--- src/rtl/pipe_perf_monitor.sv ---
// pipe_perf_monitor: run-window monitor for the pipelined CPU.
// Counts run cycles and NUM_EVT per-cycle hazard events over a bounded run window.
// All counters are exposed through a registered read port selected by rd_sel_i.
// Optional PC trace FIFO is built only when the macro PPM_TRACE_FIFO_EN is defined.
// Without it, the trace outputs are tied to 0.
module pipe_perf_monitor #(
    parameter int NUM_EVT     = 4,
    parameter int CNT_W       = 32,
    parameter int PC_W        = 32,
    parameter int CYCLE_LIMIT = 30,
    parameter int TRACE_DEPTH = 16
) (
    input  logic               clk,
    input  logic               rst,
    input  logic               start_i,
    input  logic               stop_i,
    input  logic               clr_i,
    input  logic [NUM_EVT-1:0] evt_i,
    input  logic [PC_W-1:0]    pc_i,
    input  logic [3:0]         rd_sel_i,
    output logic [CNT_W-1:0]   rd_data_o,
    output logic               running_o,
    output logic               done_o,
    output logic               trace_valid_o,
    input  logic               trace_ready_i,
    output logic [PC_W-1:0]    trace_pc_o,
    output logic               trace_ovf_o
);

    typedef enum logic [1:0] {
        ST_IDLE,
        ST_RUN,
        ST_DONE
    } state_e;

    localparam logic [CNT_W-1:0] LIMIT = CNT_W'(CYCLE_LIMIT);

    state_e                        state_q, state_d;
    logic [CNT_W-1:0]              cycle_cnt_q, cycle_cnt_d;
    logic [NUM_EVT-1:0][CNT_W-1:0] evt_cnt_q, evt_cnt_d;
    logic [CNT_W-1:0]              rd_data_q, rd_data_d;
    logic                          running_q, done_q;
    logic                          clr_cnt;    // zero all counters on this edge
    logic                          cnt_en;     // this edge is a RUN cycle
    logic                          limit_hit;  // this RUN cycle reaches CYCLE_LIMIT

    // Counters stick at all-ones rather than wrapping.
    function automatic logic [CNT_W-1:0] sat_inc(input logic [CNT_W-1:0] v);
        return (&v) ? v : v + CNT_W'(1);
    endfunction

    assign limit_hit = (CYCLE_LIMIT != 0) && (sat_inc(cycle_cnt_q) == LIMIT);

    // Next-state decode; clr_i beats start_i, which beats stop_i and the limit.
    always_comb begin
        // NOTE: every output of this block gets a default first, so no path can infer a latch.
        state_d = state_q;
        clr_cnt = 1'b0;
        cnt_en  = 1'b0;
        if (clr_i) begin
            state_d = ST_IDLE;
            clr_cnt = 1'b1;
        end else begin
            case (state_q)
                ST_IDLE, ST_DONE: begin
                    if (start_i) begin
                        state_d = ST_RUN;
                        clr_cnt = 1'b1;
                    end
                end
                ST_RUN: begin
                    cnt_en = 1'b1;
                    if (stop_i || limit_hit) state_d = ST_DONE;
                end
                default: state_d = ST_IDLE;
            endcase
        end
    end

    // Counter next values: clear on start/clr, count during RUN, freeze otherwise.
    always_comb begin
        cycle_cnt_d = cycle_cnt_q;
        evt_cnt_d   = evt_cnt_q;
        if (clr_cnt) begin
            cycle_cnt_d = '0;
            evt_cnt_d   = '0;
        end else if (cnt_en) begin
            cycle_cnt_d = sat_inc(cycle_cnt_q);
            for (int k = 0; k < NUM_EVT; k++) begin
                if (evt_i[k]) evt_cnt_d[k] = sat_inc(evt_cnt_q[k]);
            end
        end
    end

    // Read mux looks at post-update counter values; unmapped selects read 0.
    always_comb begin
        rd_data_d = '0;
        if (rd_sel_i == 4'd0) rd_data_d = cycle_cnt_d;
        for (int k = 0; k < NUM_EVT; k++) begin
            if (rd_sel_i == 4'(k + 1)) rd_data_d = evt_cnt_d[k];
        end
    end

    // State, counters, read data and status flags.
    always_ff @(posedge clk or posedge rst) begin
        if (rst) begin
            state_q     <= ST_IDLE;
            cycle_cnt_q <= '0;
            evt_cnt_q   <= '0;
            rd_data_q   <= '0;
            running_q   <= 1'b0;
            done_q      <= 1'b0;
        end else begin
            // NOTE: non-blocking assignments so every register samples pre-edge values.
            state_q     <= state_d;
            cycle_cnt_q <= cycle_cnt_d;
            evt_cnt_q   <= evt_cnt_d;
            rd_data_q   <= rd_data_d;
            running_q   <= (state_d == ST_RUN);
            done_q      <= (state_d == ST_DONE);
        end
    end

    assign rd_data_o = rd_data_q;
    assign running_o = running_q;
    assign done_o    = done_q;

`ifdef PPM_TRACE_FIFO_EN
    localparam int          AW      = $clog2(TRACE_DEPTH);
    localparam logic [AW:0] PTR_ONE = (AW + 1)'(1);

    logic [PC_W-1:0] fifo_mem [TRACE_DEPTH];
    logic [AW:0]     wr_ptr_q, wr_ptr_d;
    logic [AW:0]     rd_ptr_q, rd_ptr_d;
    logic            ovf_q, ovf_d;
    logic            fifo_empty, fifo_full;
    logic            do_pop, push_req, do_push;

    // Pointers carry one extra wrap bit to tell full from empty.
    assign fifo_empty = (wr_ptr_q == rd_ptr_q);
    assign fifo_full  = (wr_ptr_q[AW] != rd_ptr_q[AW]) &&
                        (wr_ptr_q[AW-1:0] == rd_ptr_q[AW-1:0]);
    assign do_pop     = !fifo_empty && trace_ready_i;
    assign push_req   = (state_q == ST_RUN) && !clr_i;
    // A pop on the same edge frees the slot, so a full FIFO can still accept.
    assign do_push    = push_req && (!fifo_full || do_pop);

    // FIFO pointer and sticky overflow next values.
    always_comb begin
        wr_ptr_d = wr_ptr_q;
        rd_ptr_d = rd_ptr_q;
        ovf_d    = ovf_q;
        if (clr_i) begin
            wr_ptr_d = '0;
            rd_ptr_d = '0;
            ovf_d    = 1'b0;
        end else begin
            if (do_pop)              rd_ptr_d = rd_ptr_q + PTR_ONE;
            if (do_push)             wr_ptr_d = wr_ptr_q + PTR_ONE;
            if (push_req && !do_push) ovf_d   = 1'b1;
        end
    end

    // FIFO control registers.
    always_ff @(posedge clk or posedge rst) begin
        if (rst) begin
            wr_ptr_q <= '0;
            rd_ptr_q <= '0;
            ovf_q    <= 1'b0;
        end else begin
            wr_ptr_q <= wr_ptr_d;
            rd_ptr_q <= rd_ptr_d;
            ovf_q    <= ovf_d;
        end
    end

    // Sample storage.
    // NOTE: storage is not reset; its contents are only ever qualified by trace_valid_o.
    always_ff @(posedge clk) begin
        if (do_push) fifo_mem[wr_ptr_q[AW-1:0]] <= pc_i;
    end

    assign trace_valid_o = !fifo_empty;
    assign trace_pc_o    = fifo_mem[rd_ptr_q[AW-1:0]];
    assign trace_ovf_o   = ovf_q;
`else
    logic unused_trace;

    assign unused_trace  = ^{trace_ready_i, pc_i};
    assign trace_valid_o = 1'b0;
    assign trace_pc_o    = '0;
    assign trace_ovf_o   = 1'b0;
`endif

endmodule

--- config.mk ---
export PLATFORM = sky130hd
export DESIGN_NAME = pipe_perf_monitor
export DESIGN_NICKNAME = d
export VERILOG_FILES = /design/src/rtl/pipe_perf_monitor.sv
export SDC_FILE = /design/constraint.sdc
export NUM_CORES = 1
export LEC_CHECK = 0
export BUFFER_PORTS_ARGS = -buffer_cell sky130_fd_sc_hd__clkbuf_2
export CAP_MARGIN = 20
export CELL_PAD_IN_SITES_DETAIL_PLACEMENT = 0
export CELL_PAD_IN_SITES_GLOBAL_PLACEMENT = 1
export CORE_MARGIN = 4
export CORE_UTILIZATION = 49
export CTS_BUF_LIST = sky130_fd_sc_hd__clkbuf_8 sky130_fd_sc_hd__clkbuf_16
export CTS_CLUSTER_SIZE = 28
export DETAILED_ROUTE_END_ITERATION = 10
export HOLD_SLACK_MARGIN = 0.06
export PLACE_DENSITY_LB_ADDON = 0.12
export SLEW_MARGIN = 10
export SYNTH_ARGS = -nofsm -noshare
export SYNTH_HDL_FRONTEND = slang
export SYNTH_SLANG_ARGS = --single-unit
--- constraint.sdc ---
create_clock -name clk -period 12 [get_ports clk]
set_input_delay 1.2 -clock clk [delete_from_list [all_inputs] [get_ports clk]]
set_output_delay 1.2 -clock clk [all_outputs]
set_load 0.01 [all_outputs]
Yosys cells after proc, flatten, opt, wreduce, memory -nomap -nowiden
Cells that the tools add are included.
Storage, ports and cells
  register bits after elaboration: 196
  input bits: 46
Cells by class
  add/sub/neg operators: 5
  eq/ne operators: 9
  muxes and demuxes: 27
  reduce and logical (&&, ||, !) cells: 9
Operator list (count)
  $mux 32: 16
  $mux 128: 2
  $add 32x1->32 const B: 5
  $reduce_and 32->1: 5
  $eq 32x5->1 const B: 1
  $eq 4x2->1 const B: 2
  $mux 2: 3
  $mux 1: 5
  $eq 2x1->1 const B: 2
  $eq 2x2->1 const B: 2
  $eq 4x1->1 const B: 1
  $eq 4x3->1 const B: 1
  $logic_not 4->1: 1
  $pmux 2 s2: 1
  $logic_not 2->1: 1
  $reduce_or 2->1: 1
  $logic_or 1x1->1: 1

Logic depth before layout (Yosys ltp)
  depth after elaboration: 10
  gate-level depth with buffers: 10

Worst setup path before layout
OpenSTA, ideal clock, no wires.
  path kind: input-to-reg
  from: input port clr_i
  to: register rd_data_q[29] (netlist: rd_data_o[29])
  setup time: 0.123 ns
  data arrival time: 3.227 ns
  required time: 11.877 ns
  path slack: 8.651 ns
  stages: 8
  buffers on the path: 0
  cell sequence: nand4bb_1 or2_2 a311oi_1 nand3b_1 xor2_1 o32ai_1 or4_1 o221a_2
On the way
  cells in the longest elaborated chain, start to end: 8
RTL lines
  start: declaration: line 17  | input logic clr_i,
  $mux 1: line 60  | if (clr_i) begin
  $mux 32: line 87  | end else if (cnt_en) begin
  $mux 32: line 84  | if (clr_cnt) begin
  $mux 32: line 98  | if (rd_sel_i == 4'd0) rd_data_d = cycle_cnt_d;
  $mux 32 (3 in series): line 100  | if (rd_sel_i == 4'(k + 1)) rd_data_d = evt_cnt_d[k];
  $mux 32 (*): line 100
  net rd_data_d[29]: line 41  | logic [CNT_W-1:0] rd_data_q, rd_data_d;
  end signal: assignment: line 118  | rd_data_q <= rd_data_d;
  end: declaration: line 41
Mark *: on every way through the listed nets, which the timed path passes. The rest lies on a longest branch.

==> impl_metrics.env <==
export IMPL_p_leak_nw=4.96
export IMPL_post_dp_hpwl_um=25100
export IMPL_min_path_cells=2
export IMPL_cp_start_kind="input port"
export IMPL_pin_count=114
export IMPL_cp_arrival_ns=4.45
export IMPL_rsz0062_at_grt="false"
export IMPL_cp_slowest_cell="a31oi_1"
export IMPL_place_area_mm2=0.0116
export IMPL_p_clk_share_pct=43.5
export IMPL_grt_start_max_net_pins=132
export IMPL_via_per_inst=6.06
export IMPL_first_pass_iters=7
export IMPL_cts_max_level=4
export IMPL_fin_crit_ns=4.20
export IMPL_ys_seq_area_share_pct=43.6
export IMPL_synth_cell_types=74
export IMPL_status="complete, no violations"
export IMPL_cts_resized=0
export IMPL_chipHeight_um=160
export IMPL_syn_to_final_growth_pct=8.64
export IMPL_port_buffer_count=46
export IMPL_globalplace_congestion=0.958
export IMPL_path_buf_inv=1
export IMPL_diodes=0
export IMPL_finalHoldViolations=0
export IMPL_r2r_setup_slack_ns=8.32
export IMPL_cts_tree="done"
export IMPL_combPwrFrac_pct=6.2
export IMPL_ant_nets=0
export IMPL_clkLatencyLatePin_ns=0.44
export IMPL_r2r_start="state_q[1]"
export IMPL_power_density_mw_per_mm2=109
export IMPL_yosys_warnings=0
export IMPL_ir_drop_v=0.0000660
export IMPL_seq_power_share_pct=50.3
export IMPL_slew_headroom_pct=27.3
export IMPL_drtIter0Drc=857
export IMPL_synth_flop_cell="dfrtp_1"
export IMPL_setup_viol=0
export IMPL_critical_path_class="input port to flop"
export IMPL_p_switching_w=0.000349
export IMPL_chipWidth_um=160
export IMPL_final_common_cell="nor2_1"
export IMPL_clock_sinks=196
export IMPL_overflow=0
export IMPL_post_cts_buffers=0
export IMPL_slew_viol_final=0
export IMPL_drive_gt1_share_pct=8.92
export IMPL_synth_top_cell_area_share_pct=43.6
export IMPL_postSynthAreaPerCell_um2=8.94
export IMPL_p_int_w=0.000980
export IMPL_std_cell_rows=55
export IMPL_netlist_instances=1260
export IMPL_final_setup_tns_ns=0
export IMPL_numCtsBuffers=17
export IMPL_skew_ns=0.0118
export IMPL_path_cells="clkbuf_2, nand4bb_1, or3_1, a31oi_1, nand4_1, xor2_1, nor2_1, mux2i_1, o41ai_1"
export IMPL_synth_area_leader_cell="dfrtp_1"
export IMPL_num_vias=9598
export IMPL_final_cell_area_mm2=0.0122
export IMPL_core_mm2=0.0226
export IMPL_layout_nets=1338
export IMPL_p_sw_share_pct=26.2
export IMPL_cts_root_buf="clkbuf_16"
export IMPL_ys_seq_elements=196
export IMPL_hold_slack_ns=0.563
export IMPL_cp_required_ns=12.25
export IMPL_grtUsageTotal_pct=27.1
export IMPL_ctsHoldBuffers=0
export IMPL_synth_area_mm2=0.0113
export IMPL_hold_start="evt_cnt_q[79]"
export IMPL_die_area_mm2=0.0255
export IMPL_yosys_top_cells_area="dfrtp_1, nor2_1, xor2_1"
export IMPL_maxCapViolCount=0
export IMPL_layout_common_cells="nor2_1, dfrtp_1, nand2_1"
export IMPL_worstHoldPathType="flop to flop"
export IMPL_crit_fanout=15
export IMPL_endpoint_kind="flop"
export IMPL_synth_edff_count=0
export IMPL_drcViolationCount=0
export IMPL_fmax_mhz=238
export IMPL_wl_per_cell_um=21.8
export IMPL_r2r_end="rd_data_o[16]"
export IMPL_period_share_pct=35.0
export IMPL_grt_first_pass_wirelength_um=53500
export IMPL_cts_buffer_depth=2
export IMPL_route_final_wire_length_um=34500
export IMPL_holdPathEnd="evt_cnt_q[79]"
export IMPL_critPathTopFamily="compound AO/OA/AOI/OAI gates"
export IMPL_grt_antenna_before_repair=0
export IMPL_worst_path_largest_cell_delay_ns=0.73
export IMPL_path_clk_slew_ns=0.07
export IMPL_grt_pass1_vias=9138
export IMPL_reg2regPathDepth=8
export IMPL_start_util_pct=49.7
export IMPL_worst_pin_slew_ns=1.09
export IMPL_async_flop_share_pct=100
[worst max-delay path by stage]
stage | depth (start not counted) | end | slack [ns] | startpoint
6_report | 9 | rd_data_o[16] | 7.80 | clr_i
5_1_grt | 9 | rd_data_o[16] | 7.78 | clr_i
4_1_cts | 9 | rd_data_o[16] | 8.05 | clr_i
3_5_place_dp | 9 | rd_data_o[16] | 7.64 | clr_i
3_3_place_gp | 9 | rd_data_o[16] | 7.62 | clr_i
2_1_floorplan | 1 | cycle_cnt_q[0] | 5.46 | rst
[power by group through the flow]
stage                     clock, W  sequential (W)  combinational, W
final                     0.000578        0.000669         0.0000826
after global routing      0.000614        0.000669         0.0000906
after CTS                 0.000587        0.000668         0.0000831
after detailed placement         0        0.000682         0.0000827
after global placement           0        0.000681         0.0000828
after floorplan                  0        0.000683         0.0000583
[sequential cells by signal (all words and copies together) (netlist names)]
signal	cells
state_q	2
cycle_cnt_q	32
rd_data_o	32
evt_cnt_q	128
done_o	1
running_o	1
[cell families (layout without fill, tap and decap cells)]
| kind of cell | count (synthesis) | after routing | share of synthesized area (%) |
|---|---|---|---|
| compound gates | 159 | 159 | 9.87 |
| xor+xnor | 157 | 157 | 12.2 |
| fa+ha+maj | 5 | 5 | 0.556 |
| buf+inv | 103 | 110 | 4.71 |
| flops | 196 | 196 | 43.6 |
| mux | 11 | 11 | 0.978 |
| other cells | 1 | 34 | 0.0333 |
| simple gates | 628 | 628 | 28.1 |
[routing by layer]
metal  vias up  global-route usage, %  share of wire [%]
met5         -                      0                  0
met4         0                   8.17                2.5
met3        46                   4.92                7.2
met2       362                   40.7                 45
met1      4707                   40.0                 46
li1       4483                      -                  -
[cell usage after synthesis (3+ instances only)]
cell type,n
and2_1,15
nand2_1,94
a31oi_1,7
nand2b_1,9
nand3_1,66
mux2i_1,11
nor4_1,21
ha_1,5
or4_1,9
nor3_1,42
o21ai_0,30
xor2_1,84
and4_1,24
a211oi_1,5
nand3b_1,4
o22ai_1,28
clkbuf_1,52
inv_1,12
xnor2_1,73
o211a_1,3
a41oi_1,3
or2_2,5
nor4b_1,4
o221ai_1,13
a21oi_1,19
o211ai_1,3
dfrtp_1,196
o22a_1,10
and3_1,30
o31ai_1,6
nand4_1,55
buf_4,36
nor2_1,219
or3_1,12
[per-stage QoR]
stage / setup slack (ns) / utilization (%) / cells / total power, W
global route: 7.78 / 54.0 / 1585 / 0.00137
finish: 7.80 / 54.0 / 1585 / 0.00133
floorplan: 5.46 / - / 1293 / 0.000741
CTS: 8.05 / 54.0 / 1584 / 0.00134
detailed placement: 7.64 / 51.5 / 1552 / 0.000764
global placement: 7.62 / 51.5 / 1552 / 0.000764
[layout make-up]
type | count | area (um2)
multi-input combinational | 994 | 5960
clock inverter | 14 | 140
clock buffer | 18 | 439
tap | 285 | 357
inverter | 12 | 52.6
sequential | 196 | 4900
fill | 2145 | 10400
timing repair buffer | 66 | 378
[worst register-to-register path, stage by stage, from the launching register on]
cell       delay [ns]
dfrtp_1          0.48
nand4bb_1        0.44
or3_1            0.53
a31oi_1          0.73
nand4_1          0.21
xor2_1           0.18
nor2_1           0.15
mux2i_1          0.10
o41ai_1          0.67
(Power assumes the default switching activity.)
